<file path="src/rtl/xcla_lock_pkg.sv">
// xcla_lock_pkg: widths and key-gate polarity mask for the locked 16-bit CLA
package xcla_lock_pkg;
    localparam int KEY_W = 32;
    localparam int DATA_W = 16;
    localparam logic [KEY_W-1:0] KEY_POLARITY = 32'h094F5C00;
endpackage

</file>
<file path="src/rtl/cla4.sv">
// cla4: 4-bit lookahead group producing sum bits and group propagate/generate
module cla4 (
    input  logic [3:0] p,
    input  logic [3:0] g,
    input  logic       ci,
    output logic [3:0] s,
    output logic       gp,
    output logic       gg
);
    logic [3:0] c;
    always_comb begin
        c[0] = ci;
        c[1] = g[0] | (p[0] & ci);
        c[2] = g[1] | (p[1] & g[0]) | (p[1] & p[0] & ci);
        c[3] = g[2] | (p[2] & g[1]) | (p[2] & p[1] & g[0]) | (p[2] & p[1] & p[0] & ci);
        s = p ^ c;
        gp = &p;
        gg = g[3] | (p[3] & g[2]) | (p[3] & p[2] & g[1]) | (p[3] & p[2] & p[1] & g[0]);
    end
endmodule

</file>
<file path="src/rtl/xnor_based_carry_lookahead_adder16_xor_enc32.sv">
// xnor_based_carry_lookahead_adder16_xor_enc32: key-locked 16-bit CLA with registered 17-bit sum
module xnor_based_carry_lookahead_adder16_xor_enc32
    import xcla_lock_pkg::*;
(
    input  logic              clk,
    input  logic              rst_n,
    input  logic [DATA_W-1:0] add1_i,
    input  logic [DATA_W-1:0] add2_i,
    input  logic [KEY_W-1:0]  keyinput,
    output logic [DATA_W:0]   result_o
);
    logic [DATA_W-1:0] p_raw, g_raw, p, g, s;
    logic [3:0] gp, gg;
    logic [4:0] c;

    assign p_raw = add1_i ^ add2_i;
    assign g_raw = add1_i & add2_i;

    // One discrete gate per locked net so every key bit stays visible in the netlist
    for (genvar i = 0; i < DATA_W; i++) begin : g_key
        if (KEY_POLARITY[i]) begin : g_pxn
            assign p[i] = p_raw[i] ~^ keyinput[i];
        end else begin : g_px
            assign p[i] = p_raw[i] ^ keyinput[i];
        end
        if (KEY_POLARITY[DATA_W+i]) begin : g_gxn
            assign g[i] = g_raw[i] ~^ keyinput[DATA_W+i];
        end else begin : g_gx
            assign g[i] = g_raw[i] ^ keyinput[DATA_W+i];
        end
    end

    for (genvar i = 0; i < 4; i++) begin : g_grp
        cla4 u_cla4 (
            .p  (p[4*i +: 4]),
            .g  (g[4*i +: 4]),
            .ci (c[i]),
            .s  (s[4*i +: 4]),
            .gp (gp[i]),
            .gg (gg[i])
        );
    end

    always_comb begin
        c[0] = 1'b0;
        c[1] = gg[0] | (gp[0] & c[0]);
        c[2] = gg[1] | (gp[1] & gg[0]) | (gp[1] & gp[0] & c[0]);
        c[3] = gg[2] | (gp[2] & gg[1]) | (gp[2] & gp[1] & gg[0]) | (gp[2] & gp[1] & gp[0] & c[0]);
        c[4] = gg[3] | (gp[3] & gg[2]) | (gp[3] & gp[2] & gg[1]) | (gp[3] & gp[2] & gp[1] & gg[0])
             | (gp[3] & gp[2] & gp[1] & gp[0] & c[0]);
    end

    always_ff @(posedge clk or negedge rst_n) begin
        if (!rst_n) result_o <= '0;
        else result_o <= {c[4], s};
    end
endmodule

</file>
<file path="config.mk">
export PLATFORM = sky130hd
export DESIGN_NAME = xnor_based_carry_lookahead_adder16_xor_enc32
export DESIGN_NICKNAME = d
export VERILOG_FILES = /design/src/rtl/xcla_lock_pkg.sv /design/src/rtl/cla4.sv /design/src/rtl/xnor_based_carry_lookahead_adder16_xor_enc32.sv
export SDC_FILE = /design/constraint.sdc
export NUM_CORES = 1
export LEC_CHECK = 0
export BUFFER_PORTS_ARGS = -buffer_cell sky130_fd_sc_hd__buf_4
export CORE_ASPECT_RATIO = 0.9
export CORE_MARGIN = 2
export CORE_UTILIZATION = 47
export CTS_CLUSTER_SIZE = 25
export DETAILED_ROUTE_END_ITERATION = 12
export HOLD_SLACK_MARGIN = 0.08
export PLACE_DENSITY = 0.95
export SLEW_MARGIN = 10
export SYNTH_ARGS = -nofsm -noshare
export SYNTH_HDL_FRONTEND = slang
export SYNTH_SLANG_ARGS = --single-unit
</file>
<file path="constraint.sdc">
create_clock -name clk -period 0.8 [get_ports clk]
set_input_delay 0.04 -clock clk [delete_from_list [all_inputs] [get_ports clk]]
set_output_delay 0.04 -clock clk [all_outputs]
set_load 0.02 [all_outputs]
</file>
==> results.ini, run 1 <==
[outcome]
status=stopped before the end
lastStage=5_1_grt
firstError=[ERROR DPL-0038] Utilization greater than 100%, impossible to legalize

[synth]
ys_warn_count=0
synth_top_family_by_area=XOR/XNOR gates
synth_compound_area_share_pct=14.4
ys_ff_latch=17
synth_xor_area_share_pct=28.5
syn_avg_cell_area_um2=10.5
synth_top_area_cell=dfrtp_1
synthesis.area_um2=1430
yosysMostFrequentCell=xnor2_1
synth_cells=136
synthMuxAreaShare_pct=0
yosysTopAreaCellShare_pct=29.7
yosys.area_share.simple_pct=8.64
synthArstFlopShare_pct=100
synth-adder-area-share_pct=17.5
synth_fp_nets=222
synth_seq_area_share_pct=29.7
synth_common_cells=28 x xnor2_1, 20 x ha_1, 17 x dfrtp_1
synth_edf_count=0
synth_ff_type=dfrtp_1
yosys.cell_types.count=31
synthTopCellsByArea=dfrtp_1 30%, ha_1 17%, xnor2_1 17%, xor2_1 9.2%, a21oi_1 2.1%

[clocking]
cts_buffers=3
ctsHtreeMaxLevel=1
clock_sinks=17
cts_root_buf=clkbuf_4
max-clock-path-buffers=2

[floorplanning]
io_pins=83
rows=19
start_util_pct=48.3
fp.dieH_um=56.4
die_w_um=62.2

[placed_design]
gp_congestion=0.747
port_buffers=82
hpwl_mm=4.05
preCtsSetupSlack_ps=-1340

[timing]
grt_worst_setup_endpoint=result_o[13]$_DFF_PN0_/D
worst-ep-kind=register data pin

[global_routing]
grt_start_max_net_pins=18

through the flow:
stage	setup TNS [ps]	util, %	instances	area [um^2]
after global placement	-13690	83.4	293	2480
after floorplan	-10040	-	136	1560
after CTS	-9550	94.5	305	2810
after detailed placement	-15120	83.4	293	2480
kinds of logic after synthesis:
kind of cell / count (synthesis)
compound gates: 25
xor+xnor: 45
buf+inv: 5
fa+ha+maj: 20
simple gates: 24
flops: 17
timing repair:
action                                  CTS
hold endpoints to repair                 19
endpoints found under the setup margin   32
pin swaps                                31
hold buffers                              2
buffers inserted                          6
gates resized for setup                  50
==> run 2: changes to the inputs <==
--- a/config.mk
+++ b/config.mk
@@ -6,13 +6,10 @@
 export NUM_CORES = 1
 export LEC_CHECK = 0
 export BUFFER_PORTS_ARGS = -buffer_cell sky130_fd_sc_hd__buf_4
-export CORE_ASPECT_RATIO = 0.9
-export CORE_MARGIN = 2
-export CORE_UTILIZATION = 47
-export CTS_CLUSTER_SIZE = 25
+export CORE_AREA = 2 2 63 65
 export DETAILED_ROUTE_END_ITERATION = 12
-export HOLD_SLACK_MARGIN = 0.08
-export PLACE_DENSITY = 0.95
+export DIE_AREA = 0 0 65 67
+export PLACE_DENSITY_LB_ADDON = 0.15
 export SLEW_MARGIN = 10
 export SYNTH_ARGS = -nofsm -noshare
 export SYNTH_HDL_FRONTEND = slang
==> run 2 against run 1 <==
The flow now finishes, with violations (negative setup slack). Synthesized area unchanged. Synthesized cell count did not move.
==> results.ini, run 2 <==
[worst_setup_path]
worstPathRequired_ps=940
path_class=in2reg
crit_path_start_kind=primary input
path_max_fanout=2
cpMaxStageDelayCell=ha_4
cp-end-kind=register
cp.arrival_ps=1780
max_stage_delay_ps=260
crit_chain=buf_8 -> ha_4 -> xnor2_4 -> a211oi_4 -> o41ai_4 -> a21oi_2 -> nand2_1 -> o31ai_2 -> ha_2 -> nor2_2 -> xnor2_1

[synth]
ys_ff_latch=17  ; unchanged
ys_warn_count=0  ; unchanged
synthesis.area_um2=1430  ; unchanged
synth_seq_area_share_pct=29.7  ; unchanged
synth_top_area_cell=dfrtp_1
synth_fp_nets=222  ; unchanged
synthArstFlopShare_pct=100  ; unchanged
yosysTopAreaCellShare_pct=29.7  ; unchanged
synth_common_cells=28 x xnor2_1, 20 x ha_1, 17 x dfrtp_1
yosys.cell_types.count=31  ; unchanged
synthTopCellsByArea=dfrtp_1 30%, ha_1 17%, xnor2_1 17%, xor2_1 9.2%, a21oi_1 2.1%
synth_cells=136  ; unchanged
synth_ff_type=dfrtp_1
syn_avg_cell_area_um2=10.5  ; unchanged
yosysMostFrequentCell=xnor2_1
synth_edf_count=0  ; unchanged

[timing]
min_period_ps=1630
max_freq_mhz=613
hold_violations=0
whs_ps=54.2
relSlewSlack_pct=73.4
setup_viol=27
tightest_slew_ps=397
fin_crit_sh_pct=204
setup_ws_ps=-832
drv_slew=0
rsz0062_at_grt=true

[routing]
ant_nets=0
drt_pass1_iterations=4
drt_iter0_drc=23
via_count=1519
via_per_inst=4.93
drt_wl_total_mm=4.88
wl_per_cell_um=15.9
drc=0

[min_path]
hold_path.class=in2reg

[clocking]
cts.clk_slew.worst_paths_ps=60
max-clock-path-buffers=2  ; unchanged
cts_root_buf=clkbuf_8
ctsHtreeMaxLevel=1  ; unchanged
cts_buffers=3  ; unchanged
clock_sinks=17  ; unchanged
cts_tree=built

[floorplanning]
start_util_pct=39.8  ; -8.5 points
rows=22  ; +3
dieArea_um2=4360
io_pins=83  ; unchanged
fp.dieH_um=67  ; +19%
core_um2=3610
die_w_um=65  ; +4.5%

[final_layout]
num-nets-final=347
largest_reg_flops=17
final_cell_mix=91 x buf_4, 26 x buf_6, 19 x xnor2_1
final_common_cell=buf_4
final_cells=308
antennaDiodeCount=0
syn2layout_area_growth_pct=104
top_regs=result_o x17
largest-register=result_o
post_route_cells_drive_above_1_share_pct=65.4

[global_routing]
grt_start_max_net_pins=18
grt_overflow=0
track_usage_pct=20.6
antenna_found_initial=0
first_global_vias=1550
grt_pass1_wl_mm=6.80

[pwr]
totalPowerFinal_mw=5.05
power_density_nw_per_um2=1730
power_leakage_nw=1.34
vdd_ir_drop_max_mv=0.847

[outcome]
status=complete, but fails checks
violations=negative setup slack

[placed_design]
gp_congestion=0.745  ; -0.31%
post-place-cells=298  ; +1.7%
port_buffers=82  ; unchanged
hpwl_mm=3.40  ; -16%
preCtsSetupSlack_ps=-1220  ; +126 ps

[run]
cap_violations=0

run 2: cell counts after synthesis:
No cell type changed its count.
run 2: what timing repair did:
action,in CTS,in global routing
gates resized for setup,50,16
buffers inserted,4,0
pin swaps,31,5
hold buffers,2,0
setup endpoints to repair,33,32
cloned,0,0
endpoints found under the hold margin,18,0
run 2: worst max-delay path, delay by kind of cell:
| kind | cells | cell delay [ps] |
|---|---|---|
| simple gates | 2 | 130 |
| buf+inv | 1 | 100 |
| xor+xnor | 2 | 250 |
| compound gates | 4 | 780 |
| fa+ha+maj | 2 | 470 |
run 2: final cells by class:
| class | count | area (um^2) |
|---|---|---|
| multi-input cells | 114 | 1360 |
| repair buffers | 120 | 1010 |
| fillers | 200 | 684 |
| flip-flops and latches | 17 | 425 |
| well taps | 48 | 60.1 |
| clock buffers | 4 | 45.0 |
| inverters | 5 | 18.8 |
run 2: where the power goes:
group | leakage, nW | internal (mW) | switching [mW]
clock network | 0.0228 | 0.354 | 0.301
registers | 0.197 | 1.12 | 0.141
logic | 1.12 | 1.74 | 1.40
total | 1.34 | 3.21 | 1.84
run 2: per-stage QoR:
stage / cell area (um^2) / util [%] / setup TNS, ps
after floorplan: 1560 / - / -10040
after global placement: 2480 / 68.7 / -14150
after CTS: 2810 / 77.8 / -8860
after global routing: 2920 / 81.0 / -10630
after detailed placement: 2480 / 68.7 / -14780
final: 2920 / 81.0 / -9320
run 2: path summary, 6_finish.rpt:
kind	from	to	slack, ps	cells after the start
max	add1_i[3]	result_o[13]	-830	11
min	keyinput[31]	result_o[16]	50	3
max in group asynchronous	rst_n	result_o[13]	430	2
min in group asynchronous	rst_n	result_o[3]	180	2
run 2: per-layer routing:
layer | part of all wire [%] | vias up | track usage [%] | wire, um
met5 | 0 | - | 0 | 0
met4 | 2.4 | 0 | 3.99 | 118
met3 | 4.7 | 9 | 2.87 | 228
met2 | 61 | 55 | 44.6 | 2980
met1 | 32 | 739 | 20.1 | 1560
li1 | - | 716 | - | -
run 2: cells by family (layout without fill, tap and decap cells):
kind of cell             count (synthesis)  in the layout  share of synthesized area (%)
AND/OR/NAND/NOR                         24             24                           8.64
AO/OA/AOI/OAI                           25             25                           14.4
flip-flops                              17             17                           29.7
adder cells (fa/ha/maj)                 20             20                           17.5
buffers and inverters                    5            129                           1.31
XOR/XNOR                                45             45                           28.5
Note: power is estimated with default switching activity, not from simulation.
